`src/rtl/debounce_pkg.sv`:
```
// Shared types and width helpers for the pulse stretcher.
package debounce_pkg;

  typedef enum logic [1:0] {
    ST_IDLE = 2'd0,
    ST_HIGH = 2'd1,
    ST_GAP  = 2'd2
  } state_t;

  // Down-counter width: must hold the larger of HOLD-1 and GAP-1.
  function automatic int unsigned cnt_width(input int unsigned hold, input int unsigned gap);
    int unsigned m;
    m = (hold > gap) ? hold : gap;
    return $clog2(m + 1);
  endfunction

  function automatic int unsigned pend_width(input int unsigned max_pending);
    return $clog2(max_pending + 1);
  endfunction

endpackage

```
`src/rtl/pulse_stretcher_if.sv`:
```
// Event input and stretched-level outputs of the pulse stretcher.
interface pulse_stretcher_if #(
  parameter int unsigned PW = 2
);
  logic          in;
  logic          out;
  logic          busy;
  logic [PW-1:0] pending;
  logic          overflow;

  modport master (output in, input out, busy, pending, overflow);
  modport slave  (input in, output out, busy, pending, overflow);
endinterface

```
`src/rtl/pulse_stretcher_counter.sv`:
```
// Loadable down-counter with a zero flag; holds at zero instead of wrapping.
module pulse_stretcher_counter #(
  parameter int unsigned W = 2
) (
  input  logic         clock,
  input  logic         reset,
  input  logic         load,
  input  logic [W-1:0] load_val,
  input  logic         dec,
  output logic         zero_c
);

  logic [W-1:0] count;

  always_ff @(posedge clock or posedge reset) begin
    if (reset) begin
      count <= '0;
    end else if (load) begin
      count <= load_val;
    end else if (dec && (count != '0)) begin
      count <= count - W'(1);
    end
  end

  assign zero_c = (count == '0);

endmodule

```
`src/rtl/pulse_stretcher.sv`:
```
// Stretches single-cycle events into HOLD-cycle high windows separated by GAP low cycles.
// Optional: define PULSE_STRETCHER_RETRIGGER_EN to let events during a window restart it.
module pulse_stretcher
  import debounce_pkg::*;
#(
  parameter int unsigned HOLD        = 4,
  parameter int unsigned GAP         = 2,
  parameter int unsigned MAX_PENDING = 3
) (
  input  logic             clock,
  input  logic             reset,
  pulse_stretcher_if.slave bus
);

  localparam int unsigned   CW       = cnt_width(HOLD, GAP);
  localparam int unsigned   PW       = pend_width(MAX_PENDING);
  localparam logic [CW-1:0] HOLD_LD  = CW'(HOLD - 1);
  localparam logic [CW-1:0] GAP_LD   = CW'(GAP - 1);
  localparam logic [PW-1:0] PEND_MAX = PW'(MAX_PENDING);

  state_t        state_q, state_d;
  logic [PW-1:0] pending_q, pending_d;
  logic          out_q, busy_q, overflow_q, overflow_d;
  logic          cnt_load, cnt_dec, cnt_zero_c;
  logic [CW-1:0] cnt_val;
  logic          enq, replay;

  pulse_stretcher_counter #(.W(CW)) u_counter (
    .clock    (clock),
    .reset    (reset),
    .load     (cnt_load),
    .load_val (cnt_val),
    .dec      (cnt_dec),
    .zero_c   (cnt_zero_c)
  );

  always_comb begin
    state_d    = state_q;
    pending_d  = pending_q;
    overflow_d = 1'b0;
    cnt_load   = 1'b0;
    cnt_val    = HOLD_LD;
    cnt_dec    = 1'b0;
    enq        = 1'b0;
    replay     = 1'b0;

    case (state_q)
      ST_IDLE: begin
        if (bus.in) begin
          state_d  = ST_HIGH;
          cnt_load = 1'b1;
          cnt_val  = HOLD_LD;
        end
      end
      ST_HIGH: begin
        if (cnt_zero_c) begin
          state_d  = ST_GAP;
          cnt_load = 1'b1;
          cnt_val  = GAP_LD;
        end else begin
          cnt_dec = 1'b1;
        end
`ifdef PULSE_STRETCHER_RETRIGGER_EN
        if (bus.in) begin
          state_d  = ST_HIGH;
          cnt_load = 1'b1;
          cnt_val  = HOLD_LD;
        end
`else
        enq = bus.in;
`endif
      end
      ST_GAP: begin
        enq = bus.in;
        if (cnt_zero_c) begin
          // Gap is over: a queued event or a coincident input opens the next window now.
          if ((pending_q != '0) || bus.in) begin
            state_d  = ST_HIGH;
            cnt_load = 1'b1;
            cnt_val  = HOLD_LD;
            replay   = (pending_q != '0);
            enq      = bus.in && (pending_q != '0);
          end else begin
            state_d = ST_IDLE;
          end
        end else begin
          cnt_dec = 1'b1;
        end
      end
      default: state_d = ST_IDLE;
    endcase

    if (replay && !enq) begin
      pending_d = pending_q - PW'(1);
    end else if (enq && !replay) begin
      if (pending_q != PEND_MAX) begin
        pending_d = pending_q + PW'(1);
      end else begin
        overflow_d = 1'b1;
      end
    end
  end

  always_ff @(posedge clock or posedge reset) begin
    if (reset) begin
      state_q    <= ST_IDLE;
      pending_q  <= '0;
      out_q      <= 1'b0;
      busy_q     <= 1'b0;
      overflow_q <= 1'b0;
    end else begin
      state_q    <= state_d;
      pending_q  <= pending_d;
      out_q      <= (state_d == ST_HIGH);
      busy_q     <= (state_d != ST_IDLE);
      overflow_q <= overflow_d;
    end
  end

  assign bus.out      = out_q;
  assign bus.busy     = busy_q;
  assign bus.pending  = pending_q;
  assign bus.overflow = overflow_q;

endmodule

```
`src/flat_wrapper.sv`:
```
// flat-port wrapper written by rule: the top's interface ports become plain ports
module pulse_stretcher_flat import debounce_pkg::*;
#(
  parameter int unsigned HOLD        = 4,
  parameter int unsigned GAP         = 2,
  parameter int unsigned MAX_PENDING = 3
)
  (clock, reset, bus_in, bus_out, bus_busy, bus_pending, bus_overflow);
  pulse_stretcher_if #(.PW(($clog2((3) + 1)))) bus_i ();
  input  logic clock;
  input  logic reset;
  input wire logic [$bits(bus_i.in)-1:0] bus_in;
  output wire logic [$bits(bus_i.out)-1:0] bus_out;
  output wire logic [$bits(bus_i.busy)-1:0] bus_busy;
  output wire logic [$bits(bus_i.pending)-1:0] bus_pending;
  output wire logic [$bits(bus_i.overflow)-1:0] bus_overflow;
  assign bus_i.in = bus_in;
  assign bus_out = bus_i.out;
  assign bus_busy = bus_i.busy;
  assign bus_pending = bus_i.pending;
  assign bus_overflow = bus_i.overflow;
  pulse_stretcher #(.HOLD(HOLD), .GAP(GAP), .MAX_PENDING(MAX_PENDING)) u_core (.clock(clock), .reset(reset), .bus(bus_i));
endmodule
```
`config.mk`:
```
export PLATFORM = sky130hd
export DESIGN_NAME = pulse_stretcher_flat
export DESIGN_NICKNAME = d
export VERILOG_FILES = /design/src/rtl/debounce_pkg.sv /design/src/rtl/pulse_stretcher_if.sv /design/src/rtl/pulse_stretcher_counter.sv /design/src/rtl/pulse_stretcher.sv /design/src/flat_wrapper.sv
export SDC_FILE = /design/constraint.sdc
export NUM_CORES = 1
export LEC_CHECK = 0
export ABC_AREA = 1
export BUFFER_PORTS_ARGS = -buffer_cell sky130_fd_sc_hd__buf_2
export CAP_MARGIN = 20
export CORE_AREA = 2 2 39 41
export DETAILED_ROUTE_END_ITERATION = 6
export DIE_AREA = 0 0 41 43
export PLACE_DENSITY_LB_ADDON = 0.3
export SLEW_MARGIN = 20
export SYNTH_ARGS = -nofsm -noshare
export SYNTH_HDL_FRONTEND = slang
export SYNTH_HIERARCHICAL = 1
export SYNTH_SLANG_ARGS = --single-unit
```
`constraint.sdc`:
```
create_clock -name clock -period 2.6 [get_ports clock]
set_clock_uncertainty 0.15 [all_clocks]
set_input_delay 0.52 -clock clock [delete_from_list [all_inputs] [get_ports clock]]
set_output_delay 0.52 -clock clock [all_outputs]
set_load 0.05 [all_outputs]
```
==> results of run 1 <==
## area by class of cell
class                           count  area, um2
Tap cell                           16       20.0
Clock buffer                        4       36.3
Fill cell                         130        599
Sequential cell                    10        250
Multi-Input combinational cell     63        358
Inverter                           20       75.1
Timing Repair Buffer                8       45.0
## registers in the layout, indices dropped and copies added, names as in the netlist
signal                  count
u_core/bus.busy             1
u_core/bus.overflow         1
u_core/bus.out              1
u_core/u_counter/count      3
u_core/state_q              2
u_core/bus.pending          2
## logic make-up after synthesis
kind of cell	synth area share
simple gates	0.269
buf+inv	0.110
compound gates	0.0843
flops	0.366
fa+ha+maj	0.147
other cells	0.0110
xor+xnor	0.0128
## placed cells by master (no fill, tap or decap)
master          n
nand2_1        27
inv_1          15
dfrtp_1        10
ha_1            8
buf_2           7
o21ai_0         6
inv_2           5
nand2_2         4
nor2_1          4
nand3_1         4
clkbuf_4        3
conb_1          2
clkbuf_8        1
dlygate4sd3_1   1
xnor2_1         1
a21oi_2         1
and2_4          1
nor2_2          1
a21oi_1         1
o21bai_1        1
a31oi_1         1
nor3b_1         1
## worst max path at each step
stage / to / start
2_1_floorplan: u_core/bus.pending[0]$_DFFE_PP0P_ / u_core/u_counter/count[0]$_DFFE_PP0P_
3_3_place_gp: u_core/bus.pending[0]$_DFFE_PP0P_ / u_core/u_counter/count[0]$_DFFE_PP0P_
3_5_place_dp: u_core/bus.pending[0]$_DFFE_PP0P_ / u_core/u_counter/count[0]$_DFFE_PP0P_
4_1_cts: u_core/bus.pending[0]$_DFFE_PP0P_ / u_core/u_counter/count[0]$_DFFE_PP0P_
5_1_grt: u_core/bus.pending[0]$_DFFE_PP0P_ / u_core/u_counter/count[0]$_DFFE_PP0P_
6_report: u_core/bus.pending[0]$_DFFE_PP0P_ / u_core/u_counter/count[0]$_DFFE_PP0P_
## power groups by stage
stage               Sequential [W]  Combinational [W]  Clock [W]
finish                    0.000272           0.000618   0.000131
global route              0.000279           0.000724   0.000145
CTS                       0.000272           0.000625   0.000136
detailed placement        0.000274           0.000621          0
global placement          0.000273           0.000611          0
floorplan                 0.000380           0.000401          0
## metal layers
metal,share of wire,up-vias,track usage
li1,-,304,-
met1,0.52,241,0.242
met2,0.46,5,0.234
met3,0.014,2,0.0314
met4,0.0077,0,0.100
met5,0,-,0
## metrics by stage
| stage | power (W) | cells | utilization | worst slack [ps] | area (um2) |
|---|---|---|---|---|---|
| 4_1_cts | 0.00103 | 121 | 0.567 | 426 | 785 |
| 5_1_grt | 0.00115 | 121 | 0.567 | 218 | 785 |
| 6_report | 0.00102 | 121 | 0.567 | 427 | 785 |
| 2_1_floorplan | 0.000780 | 93 | - | 548 | 683 |
| 3_3_place_gp | 0.000884 | 116 | 0.533 | 476 | 738 |
| 3_5_place_dp | 0.000896 | 116 | 0.533 | 434 | 738 |
## worst register-to-register path: stages (launching register included)
cell	delay (ps)
dfrtp_1	360
inv_1	50
ha_1	190
ha_1	240
inv_2	110
a21oi_2	70
and2_4	140
nor2_2	80
nand2_2	60
ha_1	290
inv_1	70
o21ai_0	100
nand2_1	70
o21ai_0	80
==> flow_metrics.py, run 1 <==
metrics = {
    "outcome": {
        "outcome": "finished, final reports clean",
    },
    "sta": {
        "rsz0062_at_grt": "false",
        "finalHoldViolCount": 0,
        "fin_crit_sh": 0.836,
        "maxSlewHeadroom": 0.646,
        "holdWs_ps": 364,
        "fmax_mhz": 460,
        "period_needed_ps": 2170,
        "slew_viol_final": 0,
        "fin_tns_setup_ps": 0,
        "worst_slew_pin_slew_ps": 528,
        "finalSetupViolCount": 0,
    },
    "clocking": {
        "clkSlewWorstSetupHoldPaths_ps": 60,
        "cts_hold_buf": 1,
        "cts_buffers": 3,
        "cts-resized-gates": 0,
        "htree_levels": 1,
        "clock-sinks": 10,
        "clk_path_buf_depth": 2,
        "root_buffer": "clkbuf_4",
        "cts_tree": "built",
        "clock_latency_ps": 250,
        "cts_setup_buffers": 0,
    },
    "yosys": {
        "yosys_warnings": 6,
        "synth_cell_types": 18,
        "synth_edf_count": 0,
        "ys_seq_area_frac": 0.366,
        "synth_top_area_share": 0.366,
        "synthCells": 93,
        "yosys-top-cells-count": "nand2_1, inv_1, dfrtp_1, ha_1, o21ai_0",
        "yosysMostFrequentCell": "nand2_1",
        "synth_area_um2": 683,
        "yosys.area.top_type": "dfrtp_1",
        "synthArstFlopShare": 1.00,
        "syn-num-nets": 104,
        "synth.top_cells.by_area": "dfrtp_1, nand2_1, ha_1",
        "synth_ff_type": "dfrtp_1",
        "synth-seq-cells": 10,
        "syn_area_per_cell_um2": 7.35,
    },
    "setup_path": {
        "cp.required_ps": 2580,
        "worst-setup-path-type": "reg2reg",
        "reg2reg_depth": 13,
        "rrSetupSlack_ps": 430,
        "crit_chain": "inv_1 -> ha_1 -> ha_1 -> inv_2 -> a21oi_2 -> and2_4 -> nor2_2 -> nand2_2 -> ha_1 -> inv_1 -> o21ai_0 -> nand2_1 -> o21ai_0",
        "cp.depth": 13,
        "cp_max_fo": 6,
        "arrival_ps": 2150,
        "worst_setup_path_end_kind": "flop",
        "crit_buf_inv": 3,
        "crit_top_cell": "ha_1",
        "crit_slowest_cell": "dfrtp_1",
        "critical-path-top-delay-family": "adder cells",
        "crit_path_start_kind": "flop",
        "worstReg2RegStart": "u_core/u_counter/count[0]$_DFFE_PP0P_",
        "r2r_end": "u_core/bus.pending[0]$_DFFE_PP0P_",
        "cpPeakStageDelay_ps": 360,
    },
    "global_routing": {
        "track_usage": 0.171,
        "grt_pass1_wl_mm": 2.04,
        "grt_overflow": 0,
        "antenna_found_initial": 0,
        "grt_pass1_vias": 534,
        "grt_max_degree": 8,
    },
    "power_and_ir_drop": {
        "p_int_w": 0.000515,
        "pwr-share-seq": 0.266,
        "combPwrFrac": 0.605,
        "power_leakage_nw": 0.448,
        "pwr-share-clk": 0.129,
        "switchingPower_w": 0.000507,
        "irDropWorstVdd_mv": 0.745,
        "p_per_area_mw_per_mm2": 1300,
        "swShare": 0.496,
    },
    "detailed_routing": {
        "first_pass_iters": 4,
        "num_vias": 552,
        "ant_nets": 0,
        "via_per_inst": 4.56,
        "finalWirelength_mm": 1.03,
        "wl_per_cell_um": 8.54,
        "drt_iter0_drc": 8,
        "drc": 0,
    },
    "floorplanning": {
        "die_height_um": 43,
        "core_mm2": 0.00138,
        "dieWidth_um": 41,
        "io_pins": 8,
        "initial_utilization": 0.494,
        "rows": 14,
        "dieArea_mm2": 0.00176,
    },
    "worst_hold_path": {
        "holdPathStages": 2,
        "hold_end": "u_core/u_counter/count[1]$_DFFE_PP0P_",
        "hp-class": "reg2reg",
        "worstHoldStart": "u_core/u_counter/count[1]$_DFFE_PP0P_",
    },
    "place": {
        "dp_hpwl_um": 862,
        "numPortBuffers": 7,
        "gp_congestion": 0.751,
    },
    "finish": {
        "final_nets": 117,
        "area_growth_pct": 14.8,
        "drive_gt1_frac": 0.219,
        "antenna_cells": 0,
    },
    "job": {
        "max_cap_viol_count": 0,
    },
}
Power figures use the tool's default switching activity.
==> inputs of run 2 (changes only) <==
CORE_AREA = default   (was 2 2 39 41)
CORE_MARGIN = 1   (was default)
CORE_UTILIZATION = 49   (was default)
DIE_AREA = default   (was 0 0 41 43)
clock period = 1.92 ns   (was 2.6 ns; I/O delays follow)
==> run 2 against run 1 <==
Critical path type unchanged. Die area shrank 12%. Critical endpoint is now u_core/bus.pending[1]$_DFFE_PP0P_. Power increased by 66%. Maximum frequency increased by 13%. Clock-buffer cell count stayed put. Worst setup slack worse by 430 ps. The run now ends with negative setup slack left.
==> flow_metrics.py, run 2 (same netlist as run 1, synthesis figures left out) <==
metrics = {
    "sta": {
        "slew_viol_final": 0,
        "finalSetupViolCount": 1,
        "finalHoldViolCount": 0,
        "period_needed_ps": 1920,
        "fin_crit_sh": 1.00,
        "rsz0062_at_grt": "true",
        "holdWs_ps": 373,
        "fmax_mhz": 520,
        "setup_ws_ps": -2.81,
    },
    "place": {
        "placed_cell_area_um2": 825,
        "detailedPlace.worstSlack_ps": -58.2,
        "numPortBuffers": 7,
        "dp_hpwl_mm": 1.09,
        "gp_congestion": 0.740,
    },
    "clocking": {
        "cts_buffers": 3,
        "clock_latency_ps": 260,
        "cts_tree": "built",
        "htree_levels": 1,
        "clkSlewWorstSetupHoldPaths_ps": 60,
        "root_buffer": "clkbuf_4",
        "clock-sinks": 10,
        "clk_path_buf_depth": 2,
    },
    "finish": {
        "antenna_cells": 0,
        "area_growth_pct": 39.4,
        "final_nets": 129,
        "layout_commonest_cell": "nand2_1",
        "drive_gt1_frac": 0.402,
        "largest_register_ffs": 3,
        "final_cell_mix": "nand2_1, inv_1, buf_4",
        "fin_area_um2": 952,
        "num-fill-cells": 98,
        "final_core_util": 0.732,
        "regMostFlops": "u_core/u_counter/count",
    },
    "floorplanning": {
        "core_mm2": 0.00130,
        "io_pins": 8,
        "initial_utilization": 0.525,
        "dieArea_mm2": 0.00155,
        "die_height_um": 39.3,
        "dieWidth_um": 39.3,
        "rows": 13,
    },
    "detailed_routing": {
        "ant_nets": 0,
        "via_per_inst": 4.79,
        "num_vias": 632,
        "drc": 0,
        "wl_per_cell_um": 11.2,
        "finalWirelength_mm": 1.48,
        "first_pass_iters": 2,
        "drt_iter0_drc": 7,
    },
    "power_and_ir_drop": {
        "irDropWorstVdd_mv": 1.16,
        "power_w": 0.00170,
        "power_leakage_nw": 0.501,
        "p_per_area_mw_per_mm2": 1790,
    },
    "job": {
        "max_cap_viol_count": 0,
    },
    "setup_path": {
        "worst-setup-path-type": "reg2reg",
        "arrival_ps": 1920,
        "cp.required_ps": 1920,
        "cp_max_fo": 2,
        "crit_path_start_kind": "flop",
        "worst_setup_path_end_kind": "flop",
    },
    "global_routing": {
        "grt_overflow": 0,
        "antenna_found_initial": 0,
        "track_usage": 0.212,
        "grt_pass1_vias": 543,
        "grt_pass1_wl_mm": 2.08,
        "grt_max_degree": 8,
    },
    "worst_hold_path": {
        "hp-class": "reg2reg",
    },
    "outcome": {
        "violations": "negative setup slack",
        "outcome": "finished, violations left",
    },
}
run 2: cell types whose count changed in the layout (fill, tap and decap cells not counted), sizes merged:
cell / previous run / this run
buf: 7 / 19
run 2: final timing paths:
| path | startpoint | endpoint | cells past startpoint | slack [ps] |
|---|---|---|---|---|
| worst max-delay path | u_core/u_counter/count[1]$_DFFE_PP0P_ | u_core/bus.pending[1]$_DFFE_PP0P_ | 13 | -3 |
| min in group asynchronous | reset | u_core/u_counter/count[1]$_DFFE_PP0P_ | 3 | 410 |
| worst max register to register | u_core/u_counter/count[1]$_DFFE_PP0P_ | u_core/bus.pending[1]$_DFFE_PP0P_ | 13 | -3 |
| worst min-delay path | u_core/bus.pending[0]$_DFFE_PP0P_ | u_core/bus.pending[0]$_DFFE_PP0P_ | 1 | 370 |
| worst min register to register | u_core/bus.pending[0]$_DFFE_PP0P_ | u_core/bus.pending[0]$_DFFE_PP0P_ | 1 | 370 |
| max in group asynchronous | reset | u_core/bus.pending[0]$_DFFE_PP0P_ | 3 | 950 |
run 2: where the power goes:
group          switching (W)  internal (W)
Combinational       0.000701      0.000482
Sequential         0.0000634      0.000312
Clock              0.0000626     0.0000799
Total               0.000827      0.000873
run 2: stage by stage:
stage | setup TNS (ps) | cells
final | -2.81 | 132
after global routing | -489 | 132
after CTS | 0 | 130
after detailed placement | -97.9 | 124
after global placement | -2.62 | 124
after floorplan | 0 | 93
run 2: timing repair:
action                                 4_1_cts  5_1_grt
resized for setup                            3       15
pin swaps                                    0        5
endpoints found under the hold margin       10        0
hold buffers                                 1        0
setup endpoints to repair                    2        6
setup buffers                                1        2
run 2: routing by layer:
layer	track usage	routed length (um)
met1	0.271	631
met2	0.313	765
met3	0.0341	42
met4	0.172	41
met5	0	0
run 2: layout make-up:
cell class | instances | area (um2) | area share
Tap cell | 15 | 18.8 | 0.0197
Clock buffer | 4 | 26.3 | 0.0276
Timing Repair Buffer | 20 | 143 | 0.150
Multi-Input combinational cell | 63 | 432 | 0.453
Inverter | 20 | 80.1 | 0.0841
Sequential cell | 10 | 253 | 0.265
run 2: worst max-delay path, cell delays in order (launching register included):
cell and delay, ps:
dfrtp_1 380, inv_1 70, ha_2 190, ha_4 150
inv_4 30, a21oi_2 120, and2_4 150, nor2_2 30
nand2_2 80, ha_4 210, inv_2 60, o21ai_2 60
nand2_1 70, nand2_1 60
==> inputs of run 3 (changes only) <==
MAX_ROUTING_LAYER = met4   (was default)
SETUP_SLACK_MARGIN = 0.3   (was default)
==> run 3 against run 2 <==
Non-clock buffer count fell by 7. The run now ends clean. First-iteration DRC count fell by 43%. Sequential share of layout area rose by 1.2 points. Flip-flop and latch count did not move. Critical path depth did not move. Final area fell by 3.8%.
==> flow_metrics.py, run 3 (same netlist as run 1, synthesis figures left out) <==
metrics = {
    "outcome": {
        "outcome": "finished, final reports clean",
    },
    "clocking": {
        "htree_levels": 1,
        "cts_tree": "built",
        "clk_path_buf_depth": 2,
        "cts_buffers": 3,
        "root_buffer": "clkbuf_4",
        "clkSlewWorstSetupHoldPaths_ps": 60,
        "clock-sinks": 10,
        "clock_latency_ps": 250,
    },
    "setup_path": {
        "cp.required_ps": 1910,
        "worst_setup_path_end_kind": "flop",
        "worst-setup-path-type": "reg2reg",
        "arrival_ps": 1880,
        "crit_path_start_kind": "flop",
        "cp_max_fo": 3,
    },
    "floorplanning": {
        "dieArea_mm2": 0.00155,
        "die_height_um": 39.3,
        "io_pins": 8,
        "core_mm2": 0.00130,
        "rows": 13,
        "dieWidth_um": 39.3,
        "initial_utilization": 0.525,
    },
    "global_routing": {
        "grt_max_degree": 8,
        "grt_pass1_wl_mm": 1.90,
        "grt_pass1_vias": 493,
        "track_usage": 0.202,
        "grt_overflow": 0,
        "antenna_found_initial": 0,
    },
    "detailed_routing": {
        "first_pass_iters": 3,
        "via_per_inst": 4.70,
        "drc": 0,
        "finalWirelength_mm": 1.20,
        "wl_per_cell_um": 9.57,
        "ant_nets": 0,
        "drt_iter0_drc": 4,
        "num_vias": 588,
    },
    "power_and_ir_drop": {
        "power_w": 0.00162,
        "irDropWorstVdd_mv": 1.19,
        "p_per_area_mw_per_mm2": 1770,
        "power_leakage_nw": 0.465,
    },
    "finish": {
        "area_growth_pct": 34.1,
        "drive_gt1_frac": 0.373,
        "final_cell_mix": "nand2_1, inv_1, buf_2, dfrtp_1",
        "regMostFlops": "u_core/u_counter/count",
        "antenna_cells": 0,
        "fin_area_um2": 916,
        "final_core_util": 0.704,
        "final_nets": 122,
        "largest_register_ffs": 3,
        "layout_commonest_cell": "nand2_1",
        "num-fill-cells": 108,
    },
    "place": {
        "placed_cell_area_um2": 815,
        "dp_hpwl_um": 941,
        "gp_congestion": 0.770,
        "numPortBuffers": 7,
    },
    "sta": {
        "slew_viol_final": 0,
        "fmax_mhz": 528,
        "finalSetupViolCount": 0,
        "period_needed_ps": 1900,
        "finalHoldViolCount": 0,
        "fin_crit_sh": 0.987,
        "rsz0062_at_grt": "true",
    },
    "worst_hold_path": {
        "hp-class": "reg2reg",
    },
    "job": {
        "max_cap_viol_count": 0,
    },
}
[run 3: routing by layer]
metal,global-route usage,up-vias,part of all wire
met1,0.286,262,0.50
li1,-,314,-
met4,0.155,0,0.032
met5,-,-,0
met3,0.0341,4,0.021
met2,0.250,8,0.44
[run 3: what timing repair did]
item                                   CTS  global route
pin swaps                                5             1
endpoints found under the hold margin   10             0
hold buffers                             1             0
setup endpoints to repair                7             9
buffers inserted                         2             1
resized for setup                        4             6
[run 3: where the power goes]
group	internal [W]	switching (W)
Combinational	0.000422	0.000686
Sequential	0.000313	0.0000631
Clock	0.0000795	0.0000574
Total	0.000815	0.000807
[run 3: worst max-delay path: stages (launching register included)]
cell,delay [ps]
dfrtp_1,390
inv_1,60
ha_2,180
ha_4,140
inv_4,40
a21oi_4,120
and2_4,160
nor2_4,30
nand2_2,90
ha_4,200
inv_2,50
o21ai_2,50
nand2_1,50
o21ai_1,60
[run 3: layout make-up]
class / count / area [um2] / share of cell area
multi-input cells: 63 / 457 / 0.499
repair buffers: 13 / 82.6 / 0.0902
well taps: 15 / 18.8 / 0.0205
clock buffers: 4 / 26.3 / 0.0287
flip-flops and latches: 10 / 254 / 0.277
inverters: 20 / 77.6 / 0.0847
[run 3: per-stage QoR]
step | setup TNS [ps] | instances | setup WS, ps | hold slack [ps]
after detailed placement | -49.4 | 117 | -28.2 | 109
after global routing | -411 | 125 | -90.0 | 381
after CTS | 0 | 124 | 32.6 | 361
after global placement | -5.54 | 117 | -5.54 | 108
final | 0 | 125 | 24.7 | 355
after floorplan | 0 | 93 | 34.9 | -12.4
[run 3: final timing paths]
kind,to,slack (ps),cells past startpoint,startpoint
setup / recovery,u_core/bus.pending[0]$_DFFE_PP0P_,20,13,u_core/u_counter/count[0]$_DFFE_PP0P_
hold / removal,u_core/u_counter/count[2]$_DFFE_PP0P_,350,2,u_core/u_counter/count[2]$_DFFE_PP0P_
setup reg to reg,u_core/bus.pending[0]$_DFFE_PP0P_,20,13,u_core/u_counter/count[0]$_DFFE_PP0P_
hold reg to reg,u_core/u_counter/count[2]$_DFFE_PP0P_,350,2,u_core/u_counter/count[2]$_DFFE_PP0P_
max in group asynchronous,u_core/bus.pending[1]$_DFFE_PP0P_,960,3,reset
min in group asynchronous,u_core/u_counter/count[1]$_DFFE_PP0P_,400,3,reset
